File: config.mk
export PLATFORM = sky130hd
export DESIGN_NAME = decode_pipe
export DESIGN_NICKNAME = d
export VERILOG_FILES = /design/src/rtl/decode_pipe.sv
export SDC_FILE = /design/constraint.sdc
export NUM_CORES = 1
export LEC_CHECK = 0
export ABC_AREA = 0
export BUFFER_PORTS_ARGS = -buffer_cell sky130_fd_sc_hd__buf_4
export CAP_MARGIN = 10
export CORE_MARGIN = 10
export CORE_UTILIZATION = 55
export DETAILED_ROUTE_END_ITERATION = 12
export HOLD_SLACK_MARGIN = 0.15
export PLACE_DENSITY = 0.87
export SETUP_SLACK_MARGIN = 0.15
export SLEW_MARGIN = 40
export SYNTH_ARGS = -nofsm -noshare
export SYNTH_HDL_FRONTEND = slang
export SYNTH_SLANG_ARGS = --single-unit
File: constraint.sdc
create_clock -name clk -period 2.9 [get_ports clk]
set_clock_uncertainty 0.1 [all_clocks]
set_input_delay 0 -clock clk [delete_from_list [all_inputs] [get_ports clk]]
set_output_delay 0 -clock clk [all_outputs]
set_load 0.01 [all_outputs]
File: src/rtl/decode_pipe.sv
// decode_pipe: combinational RV32 base-opcode decoder feeding a small in-order
// output queue.
//
// Ports
//   clk, reset_n          single clock, asynchronous active-low reset
//   flush_i               drop every queued entry (and any same-cycle push)
//   in_valid_i/in_ready_o input handshake; in_ready_o = (count_o != DEPTH)
//   instr_i, pc_i         raw instruction word and its PC
//   out_valid_o/out_ready_i output handshake; out_valid_o = (count_o != 0)
//   rs1_o, rs2_o, rd_o    register indices of the head entry (fixed positions)
//   op_o, funct3_o, funct7_o raw fields of the head entry
//   type_o                one-hot {j,u,b,s,i,r} class of the head entry
//   imm_o                 sign-extended immediate of the head entry
//   pc_o                  PC of the head entry
//   illegal_o             head entry is an illegal encoding
//   count_o               queue occupancy
module decode_pipe #(
  parameter int XLEN  = 32,
  parameter int DEPTH = 2
) (
  input  logic                       clk,
  input  logic                       reset_n,
  input  logic                       flush_i,
  input  logic                       in_valid_i,
  output logic                       in_ready_o,
  input  logic [31:0]                instr_i,
  input  logic [XLEN-1:0]            pc_i,
  output logic                       out_valid_o,
  input  logic                       out_ready_i,
  output logic [4:0]                 rs1_o,
  output logic [4:0]                 rs2_o,
  output logic [4:0]                 rd_o,
  output logic [6:0]                 op_o,
  output logic [2:0]                 funct3_o,
  output logic [6:0]                 funct7_o,
  output logic [5:0]                 type_o,
  output logic [XLEN-1:0]            imm_o,
  output logic [XLEN-1:0]            pc_o,
  output logic                       illegal_o,
  output logic [$clog2(DEPTH):0]     count_o
);

  localparam int PW = $clog2(DEPTH);
  localparam int CW = PW + 1;
  // Entry layout: {illegal, type, imm, pc, instr}. The raw register and
  // opcode fields all sit at fixed bit positions of instr, so storing the
  // word itself is enough to reproduce them at the head.
  localparam int EW = 1 + 6 + 2 * XLEN + 32;

  // ---------------------------------------------------------------- decode
  logic [5:0]      dec_type;
  logic [31:0]     dec_imm32;
  logic [XLEN-1:0] dec_imm;
  logic            dec_illegal;

  always_comb begin
    dec_type = 6'b000000;
    case (instr_i[6:0])
      7'b0110011:                         dec_type = 6'b000001; // r
      7'b0000011, 7'b0010011, 7'b1100111: dec_type = 6'b000010; // i
      7'b0100011:                         dec_type = 6'b000100; // s
      7'b1100011:                         dec_type = 6'b001000; // b
      7'b0010111, 7'b0110111:             dec_type = 6'b010000; // u
      7'b1101111:                         dec_type = 6'b100000; // j
      default:                            dec_type = 6'b000000;
    endcase

    dec_illegal = (instr_i[1:0] != 2'b11) || (dec_type == 6'b000000) ||
                  (dec_type[0] && (instr_i[31:25] != 7'b0000000) &&
                   (instr_i[31:25] != 7'b0100000));

    dec_imm32 = 32'd0;
    case (dec_type)
      6'b000010: dec_imm32 = {{20{instr_i[31]}}, instr_i[31:20]};
      6'b000100: dec_imm32 = {{20{instr_i[31]}}, instr_i[31:25], instr_i[11:7]};
      6'b001000: dec_imm32 = {{20{instr_i[31]}}, instr_i[7], instr_i[30:25],
                              instr_i[11:8], 1'b0};
      6'b010000: dec_imm32 = {instr_i[31:12], 12'd0};
      6'b100000: dec_imm32 = {{12{instr_i[31]}}, instr_i[19:12], instr_i[20],
                              instr_i[30:21], 1'b0};
      default:   dec_imm32 = 32'd0;
    endcase

    // Widen to XLEN: fill with the sign, then overlay the 32-bit value.
    dec_imm        = {XLEN{dec_imm32[31]}};
    dec_imm[31:0]  = dec_imm32;

    if (dec_illegal) begin
      dec_type = 6'b000000;
      dec_imm  = '0;
    end
  end

  // ----------------------------------------------------------------- queue
  logic [EW-1:0] mem_q [DEPTH];
  logic [EW-1:0] mem_d [DEPTH];
  logic [PW-1:0] wr_ptr_q, wr_ptr_d;
  logic [PW-1:0] rd_ptr_q, rd_ptr_d;
  logic [CW-1:0] count_q, count_d;
  logic          push, pop;
  logic [EW-1:0] head;

  assign in_ready_o  = (count_q != CW'(DEPTH));
  assign out_valid_o = (count_q != '0);
  // A flush wins over both handshakes for that edge.
  assign push = in_valid_i && in_ready_o && !flush_i;
  assign pop  = out_valid_o && out_ready_i && !flush_i;

  always_comb begin
    mem_d    = mem_q;
    wr_ptr_d = wr_ptr_q;
    rd_ptr_d = rd_ptr_q;
    count_d  = count_q;
    if (flush_i) begin
      wr_ptr_d = '0;
      rd_ptr_d = '0;
      count_d  = '0;
    end else begin
      if (push) begin
        mem_d[wr_ptr_q] = {dec_illegal, dec_type, dec_imm, pc_i, instr_i};
        // DEPTH is a power of two, so natural pointer overflow is the wrap.
        wr_ptr_d = wr_ptr_q + PW'(1);
      end
      if (pop) begin
        rd_ptr_d = rd_ptr_q + PW'(1);
      end
      count_d = count_q + CW'(push) - CW'(pop);
    end
  end

  always_ff @(posedge clk or negedge reset_n) begin
    if (!reset_n) begin
      for (int i = 0; i < DEPTH; i++) begin
        mem_q[i] <= '0;
      end
      wr_ptr_q <= '0;
      rd_ptr_q <= '0;
      count_q  <= '0;
    end else begin
      mem_q    <= mem_d;
      wr_ptr_q <= wr_ptr_d;
      rd_ptr_q <= rd_ptr_d;
      count_q  <= count_d;
    end
  end

  // ---------------------------------------------------------------- outputs
  assign head      = mem_q[rd_ptr_q];
  assign rs1_o     = head[19:15];
  assign rs2_o     = head[24:20];
  assign rd_o      = head[11:7];
  assign op_o      = head[6:0];
  assign funct3_o  = head[14:12];
  assign funct7_o  = head[31:25];
  assign pc_o      = head[32 +: XLEN];
  assign imm_o     = head[32 + XLEN +: XLEN];
  assign type_o    = head[32 + 2 * XLEN +: 6];
  assign illegal_o = head[EW-1];
  assign count_o   = count_q;

endmodule

Word-level counts from Yosys, hierarchy flattened
Index checks and enable logic that the tools add are counted. Widths: inputs -> output; s select.

Input bits: 69. Bits in registers: 210.

Order comparisons: 3. Equality and inequality tests: 17. Reduce and logical (&&, ||, !) cells: 18. Add/sub/neg operators: 4. Mux-type cells: 15. Bitwise operators: 3.

Operators by type and width (count): $mux 103 (4); $bwmux 206 (1); $pmux 32 s5 (1); $demux 103 s1 (1); $pmux 6 s6 (1); $mux 32 (1); $eq 7x6->1 const B (3); $eq 7x7->1 const B (3); $eq 7x5->1 const B (2); $eq 7x2->1 const B (1); $logic_and 1x1->1 (7); $ne 7x6->1 const B (1); $reduce_bool 7->1 (1); $eq 6x2->1 const B (1); $eq 6x3->1 const B (1); $eq 6x4->1 const B (1); $eq 6x5->1 const B (1); $eq 6x6->1 const B (1); $logic_not 6->1 (1); $mux 6 (1); $reduce_bool 2->1 (3); $ge 2x2->1 const B (2); $mux 1 (4); $ne 2x2->1 const B (2); other kinds (12) (15).

Depth between registers and ports, before layout
Word-level depth: 8. Mapped depth: 8. Gate-level depth less buffers: 8.

Worst setup path before layout
OpenSTA, ideal clock, no wires.

Path kind: register to register. Start point: register count_q[0], in the netlist count_o[0]. End point: register mem_q[76] in the netlist's numbering. Path buffers: 3. Data required time: 2.674 ns. Clock period less this slack: 1.796 ns. Data arrival time: 1.570 ns. Slack: 1.104 ns. Cell stages (with the launch flop): 8. Path through: dfrtp_1 -> nand2b_1 -> clkbuf_2 -> and3_1 -> buf_2 -> and3_4 -> buf_6 -> a221o_1.

Cells in the longest elaborated chain, start to end: 4.

Ends and longest elaborated chain: from (decl) (RTL line 99) `logic [CW-1:0] count_q, count_d;`; from (signal assigned) (RTL line 143) `count_q <= count_d;`; $ne 2x2->1 (RTL line 103) `assign in_ready_o = (count_q != CW'(DEPTH));`; via in_ready_o (RTL line 25) `output logic in_ready_o,`; $logic_and 1x1->1 (2 in series) (RTL line 106) `assign push = in_valid_i && in_ready_o && !flush_i;`; $reduce_and 2->1 (no source line); to (signal assigned) (RTL line 140) `mem_q <= mem_d;`; to (decl) (RTL line 95) `logic [EW-1:0] mem_q [DEPTH];`.

The timed path passes the listed nets, and every way through them passes these cells. A chain may end at the register's enable or synchronous reset.

Worst setup path after layout
Start point: register rd_ptr_q. End point: output port rs2_o[4].

Cells in the longest elaborated chain, start to end: 4.

Ends and longest elaborated chain: from (decl) (RTL line 98) `logic [PW-1:0] rd_ptr_q, rd_ptr_d;`; from (signal assigned) (RTL line 142) `rd_ptr_q <= rd_ptr_d;`; $not 1->2 (not written as such) (RTL line 148) `assign head = mem_q[rd_ptr_q];`; $mux 103 (not written as such) (3 in series) (RTL line 148); to (decl) (RTL line 31) `output logic [4:0] rs2_o,`.

No other way between the ends. The select of a mux whose other input is x is not followed.

==> flow_metrics.tcl <==
set metrics [dict create \
    ir_drop_v 0.000459 \
    synthArstFlopShare 1.00 \
    grt_pass1_vias 8635 \
    die-height_um 152 \
    path_cells "buf_12 > mux2_2 > buf_4" \
    via_per_inst 5.69 \
    nNetsFinal 1277 \
    syn_inst 965 \
    setup-tns-final_ps 0 \
    die-area_sq_um 23100 \
    leakagePower_nw 6.44 \
    critPathRequiredTime_ps 2800 \
    cts_resized 0 \
    ys_seq_area_frac 0.549 \
    max-slew-margin-rel 0.497 \
    slowest_stage "dfrtp_4" \
    finalPower_mw 10.4 \
    coreArea_sq_um 17200 \
    pin_count 176 \
    path_clk_slew_ps 70 \
    hold_buffers 94 \
    fp.dieW_um 152 \
    synth_cell_types 47 \
    postCtsSetupBuffers 0 \
    drc_errors 0 \
    fin_crit_ps 2320 \
    nFillCells 1110 \
    design_area_sq_um 12700 \
    drtIter0Drc 790 \
    ant_nets 0 \
    rsz0062_at_grt "false" \
    max-cap-violations 0 \
    worstSkewPairLatency_ps 510 \
    outcome "completed" \
    clock-sinks 210 \
    max_stage_delay_ps 800 \
    root_buffer "clkbuf_16" \
    drive_gt1_frac 0.290 \
    grt_max_degree 94 \
    synth_top_area_frac 0.549 \
    placed_area_sq_um 11000 \
    crit_type "reg2out" \
    yosys_register_bits 210 \
    crit_path_end_kind "primary output" \
    yosys-top-cells-area "dfrtp_1 55%, nand2_1 16%, mux2_2 14%, a221o_1 1.7%, a21oi_1 1.5%" \
    cts_buffer_depth 3 \
    mostFrequentLayoutCell "nand2_1" \
    start_util 0.557 \
    avgSynthCellArea_sq_um 9.92 \
    hpwl_um 17000 \
    synth-edff-count 0 \
    placed_cells 1313 \
    final_cells 1446 \
    fin_crit_sh 0.799 \
    via_count 8221 \
    h-tree-depth 1 \
    max_freq_mhz 432 \
    worstHoldPathType "in2reg" \
    overflow 0 \
    drt-total-wl_um 28600 \
    layout_common_cells "401 x nand2_1, 209 x dfrtp_1, 180 x buf_4, 117 x mux2_2, 94 x dlygate4sd3_1" \
    yosysTopAreaCell "dfrtp_1" \
    syn_nets 1036 \
    synth.cell_area_sq_um 9570 \
    antenna_found_initial 1 \
    arrival_ps 2220 \
    setup_viol 0 \
    start_kind "flip-flop" \
    powerDensity_nw_per_um2 820 \
    placementRows 48 \
    ys_warn_count 0 \
    routedWlPerCell_um 19.8 \
    synth_ff_type "dfrtp_1" \
    critical-path-top-delay-family "flip-flops" \
    finalHoldViolCount 0 \
    area_growth_pct 32.7 \
    worst_pin_slew_ps 755 \
    grt_util_all_layers 0.242 \
    gp_congestion 0.873 \
    critPathBufInv 2 \
    cts_tree "done" \
    portBuffers 175 \
    critPathMaxFanout 38 \
    slew_violations 0 \
    dr.pass1.iters 6 \
    grt_pass1_wl_um 46700 \
    cts_buffers 22 \
]
metal layers:
layer | share of wire | up-vias | global-route usage | wire length [um]
met3 | 0.069 | 105 | 0.0418 | 1990
li1 | - | 3667 | - | -
met1 | 0.39 | 4044 | 0.301 | 11200
met2 | 0.49 | 405 | 0.400 | 14000
met4 | 0.049 | 0 | 0.116 | 1390
met5 | 0 | - | 0 | 0
cells by family (layout without fill, tap and decap cells):
logic type | after synthesis | in the layout | share of synthesized area
simple gates | 468 | 468 | 0.199
fa+ha+maj | 2 | 2 | 0.00261
flops | 210 | 210 | 0.549
compound gates | 90 | 90 | 0.0638
other cells | 0 | 1 | 0
buf+inv | 71 | 326 | 0.0404
xor+xnor | 4 | 4 | 0.00366
mux | 120 | 120 | 0.142
cell usage after synthesis, drive strengths merged, types with 2 or more instances:
master  instances
nor4            3
a22oi           3
xor2            3
inv             7
clkbuf         19
nand3           6
nor3b           2
buf            45
o41ai           2
nor2b           3
mux2          119
ha              2
a21oi          29
a32o            2
and3            5
a22o           10
o21ai          24
dfrtp         210
nand2b          2
and4b           2
nor2           36
a221o          16
nand2         401
tightest hold or removal path: stages:
cell and delay, ps:
dlygate4sd3_1 530, buf_4 110, nand2_1 40, nand2_1 40
layout make-up:
type / count / area [sq um] / area share
repair buffers: 281 / 2430 / 0.191
inverters: 7 / 26.3 / 0.00207
well taps: 225 / 282 / 0.0222
clock buffers: 32 / 669 / 0.0527
diodes: 1 / 2.50 / 0.000197
multi-input cells: 684 / 3950 / 0.311
clock inverters: 6 / 82.6 / 0.00650
flip-flops and latches: 210 / 5260 / 0.414
per-stage QoR:
step / utilization / hold WS (ps) / setup WS (ps)
3_5_place_dp: 0.641 / 3.02 / 823
4_1_cts: 0.739 / 151 / 588
6_report: 0.739 / 150 / 583
5_1_grt: 0.739 / 167 / 513
3_3_place_gp: 0.641 / -8.56 / 910
2_1_floorplan: - / -396 / 1100
power by group:
| group | switching, mW | leakage, nW | internal, mW | total, mW |
|---|---|---|---|---|
| logic | 1.58 | 3.39 | 1.57 | 3.14 |
| registers | 0.533 | 2.68 | 3.81 | 4.34 |
| clock network | 1.16 | 0.370 | 1.77 | 2.93 |
| total | 3.27 | 6.44 | 7.15 | 10.4 |
registers in the layout, summed over array words and instances, names as in the netlist:
signal,count
mem_q,206
count_o,2
wr_ptr_q,1
rd_ptr_q,1
final timing paths:
kind	start	end	slack (ps)	cells past startpoint
max in group asynchronous	reset_n	mem_q[146]	1360	4
min in group asynchronous	reset_n	mem_q[109]	520	3
min reg2reg	mem_q[136]	mem_q[136]	370	2
min	pc_i[6]	mem_q[141]	150	4
max reg2reg	count_o[0]	mem_q[194]	750	5
max	rd_ptr_q	rs2_o[4]	580	3
(Power assumes the default switching activity.)
